## src/rtl/fanout_fork_ctrl.sv

```systemverilog
// rtl/fanout_fork_ctrl.sv - one-entry eager fork from a single producer to NUM_OUT consumers
// Each enabled consumer handshakes independently; upstream is released once all have taken the token.
module fanout_fork_ctrl #(
  parameter int NUM_OUT = 6,
  parameter int DATA_W  = 17,
  parameter int CNT_W   = 16
) (
  input  logic               clk,
  input  logic               rst_n,
  input  logic [NUM_OUT-1:0] cfg_en,
  input  logic               flush,
  input  logic               in_valid,
  input  logic [DATA_W-1:0]  in_data,
  output logic               in_ready,
  output logic [NUM_OUT-1:0] out_valid,
  output logic [DATA_W-1:0]  out_data,
  input  logic [NUM_OUT-1:0] out_ready,
  output logic [CNT_W-1:0]   tok_count,
  output logic               busy
);

  typedef enum logic {EMPTY, FULL} state_t;

  state_t             state_q;
  logic [DATA_W-1:0]  data_q;
  logic [NUM_OUT-1:0] en_q;
  logic [NUM_OUT-1:0] sent_q;
  logic [CNT_W-1:0]   count_q;

  logic               full;
  logic               done;
  logic               take;
  logic [NUM_OUT-1:0] hs;

  assign full = (state_q == FULL);

  // Outputs below depend only on flops, so consumers never see a path from their own ready.
  assign out_valid = full ? (en_q & ~sent_q) : '0;
  assign out_data  = data_q;
  assign busy      = full;
  assign tok_count = count_q;

  assign hs   = out_valid & out_ready;
  // A port counts as finished if disabled, already served, or handshaking right now.
  assign done = full & (&(~en_q | sent_q | out_ready));

  assign in_ready = ~flush & (~full | done);
  assign take     = in_ready & in_valid;

  always_ff @(posedge clk or negedge rst_n) begin
    if (!rst_n) begin
      state_q <= EMPTY;
      data_q  <= '0;
      en_q    <= '0;
      sent_q  <= '0;
      count_q <= '0;
    end else if (flush) begin
      state_q <= EMPTY;
      sent_q  <= '0;
    end else begin
      if (done) begin
        count_q <= count_q + CNT_W'(1);
      end
      if (take) begin
        sent_q <= '0;
        if (cfg_en != '0) begin
          data_q  <= in_data;
          en_q    <= cfg_en;
          state_q <= FULL;
        end else begin
          // Zero mask: the token is swallowed and nothing is held.
          state_q <= EMPTY;
        end
      end else if (done) begin
        state_q <= EMPTY;
        sent_q  <= '0;
      end else if (full) begin
        sent_q <= sent_q | hs;
      end
    end
  end

endmodule

```

## config.mk

```make
export PLATFORM = sky130hd
export DESIGN_NAME = fanout_fork_ctrl
export DESIGN_NICKNAME = d
export VERILOG_FILES = /design/src/rtl/fanout_fork_ctrl.sv
export SDC_FILE = /design/constraint.sdc
export NUM_CORES = 1
export LEC_CHECK = 0
export ABC_AREA = 0
export CORE_MARGIN = 4
export CORE_UTILIZATION = 35
export CTS_CLUSTER_DIAMETER = 40
export DETAILED_ROUTE_END_ITERATION = 6
export SKIP_LAST_GASP = 1
export SYNTH_ARGS = -nofsm -noshare
export SYNTH_HDL_FRONTEND = slang
export SYNTH_SLANG_ARGS = --single-unit
```

## constraint.sdc

```tcl
create_clock -name clk -period 2.3 [get_ports clk]
set_input_delay 0.69 -clock clk [delete_from_list [all_inputs] [get_ports clk]]
set_output_delay 0.69 -clock clk [all_outputs]
set_load 0.02 [all_outputs]
```

==> results of run 1 <==
flip-flops by register name (all words and copies together), names as in the netlist:
name	count
sent_q	6
en_q	6
out_data	17
tok_count	16
busy	1
final timing paths:
path,from,endpoint,slack [ps],depth (start not counted)
min in group clk,tok_count[15],tok_count[15],480,1
max in group asynchronous,rst_n,out_data[1],1290,2
setup / recovery,cfg_en[1],en_q[5],50,6
setup reg to reg,en_q[0],out_data[8],320,6
hold / removal,rst_n,tok_count[6],410,1
hold reg to reg,tok_count[15],tok_count[15],480,1
worst max-delay path, stage by stage:
cell	delay, ps
sky130_fd_sc_hd__dlygate4sd2_1	250
sky130_fd_sc_hd__or4_4	520
sky130_fd_sc_hd__o31a_1	280
sky130_fd_sc_hd__o211ai_4	160
sky130_fd_sc_hd__buf_12	190
sky130_fd_sc_hd__mux2_2	340
cell families after synthesis:
logic type      share of synthesized area (%)
buf+inv                                 2.918
mux                                     14.54
simple gates                            15.35
flops                                   53.71
fa+ha+maj                              0.5837
xor+xnor                                6.130
compound gates                          6.772
per-layer routing:
metal	vias to the layer above	track usage (%)	share of wire [%]
li1	802	-	-
met5	-	0	0
met1	793	19.15	45
met3	8	3.802	4.6
met4	0	5.241	2.0
met2	38	24.60	48
power groups by stage:
stage / Sequential [mW] / Combinational [mW] / Clock [mW]
floorplan: 1.36 / 0.566 / 0
global placement: 1.16 / 1.46 / 0
detailed placement: 1.16 / 1.48 / 0
CTS: 1.16 / 1.53 / 0.623
global route: 1.19 / 1.61 / 0.655
finish: 1.16 / 1.52 / 0.603
final cells by class:
type                    instances  area share, %
repair buffers                110          29.71
flip-flops and latches         46          34.09
multi-input cells             104          29.94
inverters                       1         0.1112
clock inverters                 3          1.334
clock buffers                   5          2.038
well taps                      75          2.779
repair_timing:
item,CTS,global route
gates resized for setup,35,13
cloned,1,0
buffers inserted,5,2
endpoints found under the setup margin,34,8
pin swaps,7,8
cells in the final DEF, fill, tap and decap left out, drive strengths merged:
cell	instances
nand3b	1
nor3b	12
a311oi	1
clkinvlp	2
clkdlybuf4s50	55
or4	1
and2	2
dfrtp	46
nor2	4
buf	39
nor4b	1
clkinv	1
nand4	9
nand2	4
xnor2	15
ha	1
clkbuf	10
o21ai	1
o31a	1
and3	4
a21o	1
nor2b	2
mux2	22
nand3	6
and4	1
nand4b	1
nor4	2
clkdlybuf4s15	1
a21oi	2
bufinv	1
a32o	6
o211ai	1
dlygate4sd2	10
o2bb2ai	2
nand2b	1
==> impl.org, run 1 <==
** Finish
- Area used by sequential logic in the layout :: 1151 µm²
- Multi-input combinational cell area :: 1011 µm²
- Relative to the synthesized area, the layout overhead comes to 57.56%.
- After filler insertion, the fill cell instance count of the layout stands at 532.
- Util after Layout :: 57.04%
- The number of antenna diodes in the final layout is 0.
- The post-route netlist has 32.71% of its cells at a drive strength greater than 1.
- After routing the design area is 3377 µm².
- The net count of the finished layout is 302.
- Leaving out filler cells and counting taps, the final layout contains 344.

** Clock tree
- Clk Latency, worst-skew pair :: 300 ps
- CTS Buf Count :: 5
- Clock tree from TritonCTS :: yes
- Counting along the longest clock path gives a buffer depth of 2.
- Number of hold buffers added after CTS :: 0
- Clock slew seen by the registers of the worst setup and hold paths :: 90 ps
- Clock tree synthesis found a total of 46 sinks.
- H-tree level count :: 2
- Cell chosen for the clock root :: sky130_fd_sc_hd__clkbuf_8

** Logic synthesis
- After technology mapping, the gate count stands at 156.
- Area share of the largest cell type after synthesis :: 53.71%
- After synthesis, flip-flops and latches occupy 53.71% of the total area.
- For this run, the number of Yosys warnings is 0.
- Register bit total from synthesis :: 46
- Post-synth top cells :: sky130_fd_sc_hd__dfrtp_1, sky130_fd_sc_hd__mux2_4, sky130_fd_sc_hd__xnor2_1
- Proportion of register bits with asynchronous set or reset after synthesis :: 100.0%
- For this run, the leading register cell type out of synthesis is sky130_fd_sc_hd__dfrtp_1.
- Among all cell types in the netlist, the one instantiated most often is sky130_fd_sc_hd__dfrtp_1.
- Leading post-synthesis cells by cell area :: sky130_fd_sc_hd__dfrtp_1, sky130_fd_sc_hd__mux2_4, sky130_fd_sc_hd__xnor2_1, sky130_fd_sc_hd__nor3b_1, sky130_fd_sc_hd__a32o_1
- Mapped Avg Cell Area :: 13.74 µm²
- Number of distinct standard cells referenced by the synthesized netlist :: 33
- In this run, synthesis inferred 0 flip-flops with an integrated enable.
- Number of nets in the synthesized netlist :: 190
- Library cell with the largest summed area after synthesis :: sky130_fd_sc_hd__dfrtp_1
- The mapped netlist covers 2143 µm².

** Placement
- Number of placed cells counting well taps :: 330
- After legalization and detailed placement, the total HPWL measured 3.904 mm.
- Buffers added on ports :: 73
- Final RePlAce weighted congestion :: 0.7701
- In this run the cell area measured after placement is 3189 µm².
- Setup Slack @ Placement :: -847.4 ps

** Route
- Using the TritonRoute via totals, the vias-per-cell ratio works out to 4.770.
- After detailed routing, the number of remaining DRC violations is 0.
- Iteration-0 DRC Markers :: 54
- Summed over all layers, the routed wires come to 5.277 mm.
- Number of routed nets with antenna violations :: 0
- Count of vias placed by the detailed router :: 1641
- In the final routed layout, each cell accounts on average for 15.34 µm.
- Before antenna repair, the detailed router went through 4 iterations.

** Timing
- Fin Hold WS :: 413.9 ps
- Max-Slew Margin vs Limit :: 55.84%
- The count of final max-slew check failures is 0.
- At the pin with the least slew margin, the transition time is 662.4 ps.
- The number of hold violations in the final report is 0.
- Setup repair after global routing could not meet its margin everywhere.
- Of the available clock period, the critical path in the final layout requires 97.68%.
- The clock arrives with 5.367 ps of skew.
- Adding up every negative setup slack in the final design gives 0 ps.
- Setup violations remaining at the end of the flow were counted as 0.
- Shortest period the worst path allows :: 2247 ps
- F_max :: 445.1 MHz
- Final setup slack of the worst path :: 53.31 ps

** Global routing
- For this run the aggregate overflow at the end of global routing stands at 0.
- Wire length of the first global-routing pass :: 8.645 mm
- The initial antenna violation count came to 0.
- Entering global routing, the biggest net connects 30 pins.
- The via count of the first global-routing pass was 1739.
- Global routing used 14.95% of the available tracks.

** Power
- Across the VDD grid, the largest voltage drop is 525.0 µV.
- Leakage :: 1.519 nW
- Net switching is 33.02% of the power.
- The internal portion of the total power is 2.196 mW.
- Per report_power, the sequential group accounts for 35.3% of the total.
- In this run, the combinational gates consume 46.3% of the power.
- Summing internal, switching and leakage power gives 3.279 mW.
- Share of power burned in the clock network :: 18.4%
- For this design the ratio of total power to cell area is 970.8 nW/µm².
- In this run the power spent charging and discharging nets is 1.083 mW.

** Status
- The run finished with clean final reports.

** Worst setup path
- Arrival time worst endpoint :: 2440 ps
- STA classifies the critical path startpoint as an input pin.
- Along the worst path, the maximum fanout reaches 12.
- Data on the critical path is required at its endpoint by 2490 ps.
- Kind of capture point of the worst setup path :: register
- Worst Path Class, Setup :: in2reg

** Run
- Maxcap violations :: 0

** Die
- Core outline area :: 5921 µm²
- Floorplan row count :: 28
- The die is 86.26 µm tall.
- From left edge to right edge, the die measures 86.26 µm.
- Starting utilization of the core area :: 36.20%
- Die ar. :: 7440 µm²
- 74 I/O pins were placed.

** Min path
- Path class of the lowest-slack min-delay path :: in2async
No activity file was read; power rests on OpenSTA's default activity.
==> run 2, diff against run 1 <==
--- a/config.mk
+++ b/config.mk
@@ -6,11 +6,11 @@
 export NUM_CORES = 1
 export LEC_CHECK = 0
 export ABC_AREA = 0
+export CORE_ASPECT_RATIO = 1.1
 export CORE_MARGIN = 4
 export CORE_UTILIZATION = 35
 export CTS_CLUSTER_DIAMETER = 40
 export DETAILED_ROUTE_END_ITERATION = 6
-export SKIP_LAST_GASP = 1
 export SYNTH_ARGS = -nofsm -noshare
 export SYNTH_HDL_FRONTEND = slang
 export SYNTH_SLANG_ARGS = --single-unit
==> run 2 against run 1 <==
Clock power is 22% higher; clock-buffer cell count grew 1; routed wire length shrank 2.5%; sequential share of layout area fell by 0.61 points; core utilization rose by 1.8 points; sequential power about the same; via count is 2.0% higher; cell count grew 0.58%; first-iteration DRC count rose by 1.9%; clock skew is 1.8 ps higher; setup slack improved by 16 ps; largest power group unchanged; highest routed layer unchanged.
==> impl.org, run 2 (same netlist as run 1, synthesis figures left out) <==
** Power
- Cell area power density :: 987.7 nW/µm² (was 970.8 nW/µm²)
- The internal cell power came to 2.332 mW (was 2.196 mW).
- The sequential group share of total power was 34.0% (was 35.3%).
- Combinational fraction of design power :: 44.4% (was 46.3%)
- PnR Total Power :: 3.396 mW (was 3.279 mW)
- The share of total power consumed by net switching was 31.35% (was 33.02%).
- Share of power burned in the clock network :: 21.6% (was 18.4%)
- Peak ir drop on the vdd network :: 654.0 µV (was 525.0 µV)
- The leakage power summed over all cells was 1.566 nW (was 1.519 nW).
- Switching power :: 1.065 mW (was 1.083 mW)

** Timing
- The setup-violating endpoint count in the final report is 0 (unchanged).
- Endpoints failing hold :: 0 (unchanged)
- Setup Total Neg Slack :: 0 ps (unchanged)
- The minimum hold slack came to 360.2 ps (was 413.9 ps).
- Number of slew-limit violations in the final report :: 0 (unchanged)
- The achievable clock frequency was 448.2 MHz (was 445.1 MHz).
- Slew at the pin closest to its max-slew limit :: 554.3 ps (was 662.4 ps)
- Post-route clock period utilization :: 97.01% (was 97.68%)
- The worst relative slew slack was 63.05% (was 55.84%).
- Shortest period the worst path allows :: 2231 ps (was 2247 ps)
- The worst-case clock skew came to 7.156 ps (was 5.367 ps).

** Route
- Number of routed nets with antenna violations :: 0 (unchanged)
- The final wirelength is 5.143 mm (was 5.277 mm).
- The via count is 1673 (was 1641).
- The average routed wire per standard cell came to 14.86 µm (was 15.34 µm).
- The average vias per placed instance came to 4.835 (was 4.770).
- DRC Markers :: 0 (unchanged)
- The detailed-router iteration count before antenna repair came to 4 (unchanged).
- The starting DRC count in detailed routing is 55 (was 54).

** Clock tree
- The number of buffers on the longest clock path was 2 (unchanged).
- The clock tree from TritonCTS was yes (unchanged).
- The clock input transition at the sequential cells of the worst setup and hold paths came to 90 ps (about the same).
- Number of hold buffers added after CTS :: 0 (unchanged)
- The number of buffers added by the clock tree synthesis step was 5 (unchanged).
- The insertion delay of the later-clocked pin in the worst-skew pair came to 290 ps (was 300 ps).
- H-tree level count :: 2 (unchanged)
- TritonCTS sink count :: 46 (unchanged)
- Cell chosen for the clock root :: sky130_fd_sc_hd__clkbuf_8 (unchanged)

** Global routing
- Global routing usage summed across all routing layers :: 14.87% (was 14.95%)
- The global-route wire length before repair is 8.749 mm (was 8.645 mm).
- Global route overflow :: 0 (unchanged)
- Number of antenna violations at the first check in global routing :: 0 (unchanged)
- The pin count of the biggest net entering global routing was 47 (was 30).
- Number of global-route vias before repair :: 1802 (was 1739)

** Worst setup path
- The depth of the most critical reg-to-reg path came to 7 (was 6).
- Slack of the worst reg-to-reg path :: 250 ps (was 320 ps)
- Startpoint of the worst-slack reg-to-reg timing path :: en_q[0] (unchanged)
- Kind of capture point of the worst setup path :: register (unchanged)
- Slowest cell on the critical path :: sky130_fd_sc_hd__or4_1 (was sky130_fd_sc_hd__or4_4)
- The largest fanout on the critical path was 7 (was 12).
- Required time at the endpoint of the critical path :: 2480 ps (was 2490 ps)
- Arrival time worst endpoint :: 2410 ps (was 2440 ps)
- The startpoint type of the worst setup path was an input pin (unchanged).
- The endpoint of the lowest-slack register-to-register path is out_data[12] (was out_data[8]).
- Sequence of cells on the critical path: dlygate4sd2_1 -> or4_1 -> o31a_1 -> o211ai_4 -> buf_6 -> buf_12 -> mux2_4 (was dlygate4sd2_1 -> or4_4 -> o31a_1 -> o211ai_4 -> buf_12 -> mux2_2).
- Worst Path Class, Setup :: in2reg (unchanged)
- Max stage delay on crit path :: 480 ps (was 520 ps)

** Finish
- Leading cell types in the layout, fill and taps excluded: sky130_fd_sc_hd__clkdlybuf4s50_1, sky130_fd_sc_hd__dfrtp_1, sky130_fd_sc_hd__buf_4, sky130_fd_sc_hd__mux2_4, sky130_fd_sc_hd__xnor2_1 (unchanged).
- Fill cell count :: 506 (was 532)
- The fraction of final layout cells sized beyond drive strength 1 is 32.71% (unchanged).
- The post-route non-filler standard cell count is 346 (was 344).
- The final design utilization is 58.86% (was 57.04%).
- Flip-flop count of the largest register, all copies and words added :: 17 (unchanged)
- The total area of multi-input combinational cells is 1007 µm² (was 1011 µm²).
- The antenna diode count was 0 (unchanged).
- The growth of design area from synthesis to finish came to 60.42% (was 57.56%).
- Area used by sequential logic in the layout :: 1151 µm² (unchanged)
- The commonest non-fill, non-tap cell in the layout is sky130_fd_sc_hd__clkdlybuf4s50_1 (unchanged).
- The number of nets in the layout was 302 (unchanged).

** Placement
- Total half-perimeter wirelength after legalization and detailed placement :: 3.699 mm (was 3.904 mm)
- Buffers added on ports :: 73 (unchanged)
- Final RePlAce weighted congestion :: 0.7547 (was 0.7701)
- Number of placed cells counting well taps :: 335 (was 330)

** Die
- Floorplan row count :: 29 (was 28)
- Core outline area :: 5842 µm² (was 5921 µm²)
- The starting density of the core was 36.69% (was 36.20%).
- Die ar. :: 7441 µm² (was 7440 µm²)
- The number of placed I/O pins was 74 (unchanged).
- The y dimension of the die is 90.08 µm (was 86.26 µm).
- The horizontal extent of the die was 82.61 µm (was 86.26 µm).

** Status
- Result of the run :: finished clean (unchanged)

** Run
- Maxcap violations :: 0 (unchanged)

** Min path
- Path class of the lowest-slack min-delay path :: in2async (unchanged)
## run 2: cell count changes in the layout (fill, tap and decap cells not counted), moves of 2 or more
cell	delta
sky130_fd_sc_hd__clkinvlp_4	-2
sky130_fd_sc_hd__dlymetal6s2s_1	+2
sky130_fd_sc_hd__dlygate4sd2_1	-3
sky130_fd_sc_hd__buf_4	-2
sky130_fd_sc_hd__buf_12	+2
## run 2: worst max-delay path by stage
stage                            start      endpoint
final                        cfg_en[3]  out_data[16]
after global routing      out_ready[2]      in_ready
after CTS                 out_ready[1]      in_ready
after detailed placement  out_ready[0]      in_ready
after global placement    out_ready[0]      in_ready
after floorplan           out_ready[0]      in_ready
## run 2: layer usage
layer | vias up | share of wire (%) | global-route usage [%]
met4 | 0 | 0.51 | 2.044
met1 | 810 | 43 | 20.20
met3 | 3 | 8.3 | 5.600
met2 | 58 | 49 | 23.06
li1 | 802 | - | -
met5 | - | 0 | 0
## run 2: layout make-up
type / count / area share [%]
Timing Repair Buffer: 110 / 30.17
Multi-Input combinational cell: 104 / 29.29
Tap cell: 77 / 2.802
Inverter: 1 / 0.1092
Clock inverter: 2 / 1.747
Sequential cell: 46 / 33.48
Clock buffer: 6 / 2.402
## run 2: stage by stage
step / cell area [µm²] / setup slack, ps
2_1_floorplan: 2162 / 7.283
3_3_place_gp: 3214 / -827.7
3_5_place_dp: 3214 / -842.6
4_1_cts: 3422 / -215.6
5_1_grt: 3438 / -0.3119
6_report: 3438 / 68.82
## run 2: power groups by stage
| stage | sequential (mW) | combinational (mW) | clock, mW |
|---|---|---|---|
| after global routing | 1.18 | 1.62 | 0.793 |
| after detailed placement | 1.16 | 1.48 | 0 |
| after CTS | 1.15 | 1.51 | 0.761 |
| after global placement | 1.16 | 1.47 | 0 |
| after floorplan | 1.36 | 0.566 | 0 |
| final | 1.16 | 1.51 | 0.733 |
## run 2: worst max-delay path, delay by kind of cell
family                 cells  cell delay [ps]
AO/OA/AOI/OAI              2              430
buffers and inverters      3              520
multiplexers               1              300
AND/OR/NAND/NOR            1              480
## run 2: what timing repair did
item	CTS	global route
pin swaps	6	6
resized for setup	33	16
buffers inserted	2	1
endpoints found under the hold margin	0	0
gates cloned	1	0
endpoints found under the setup margin	34	13
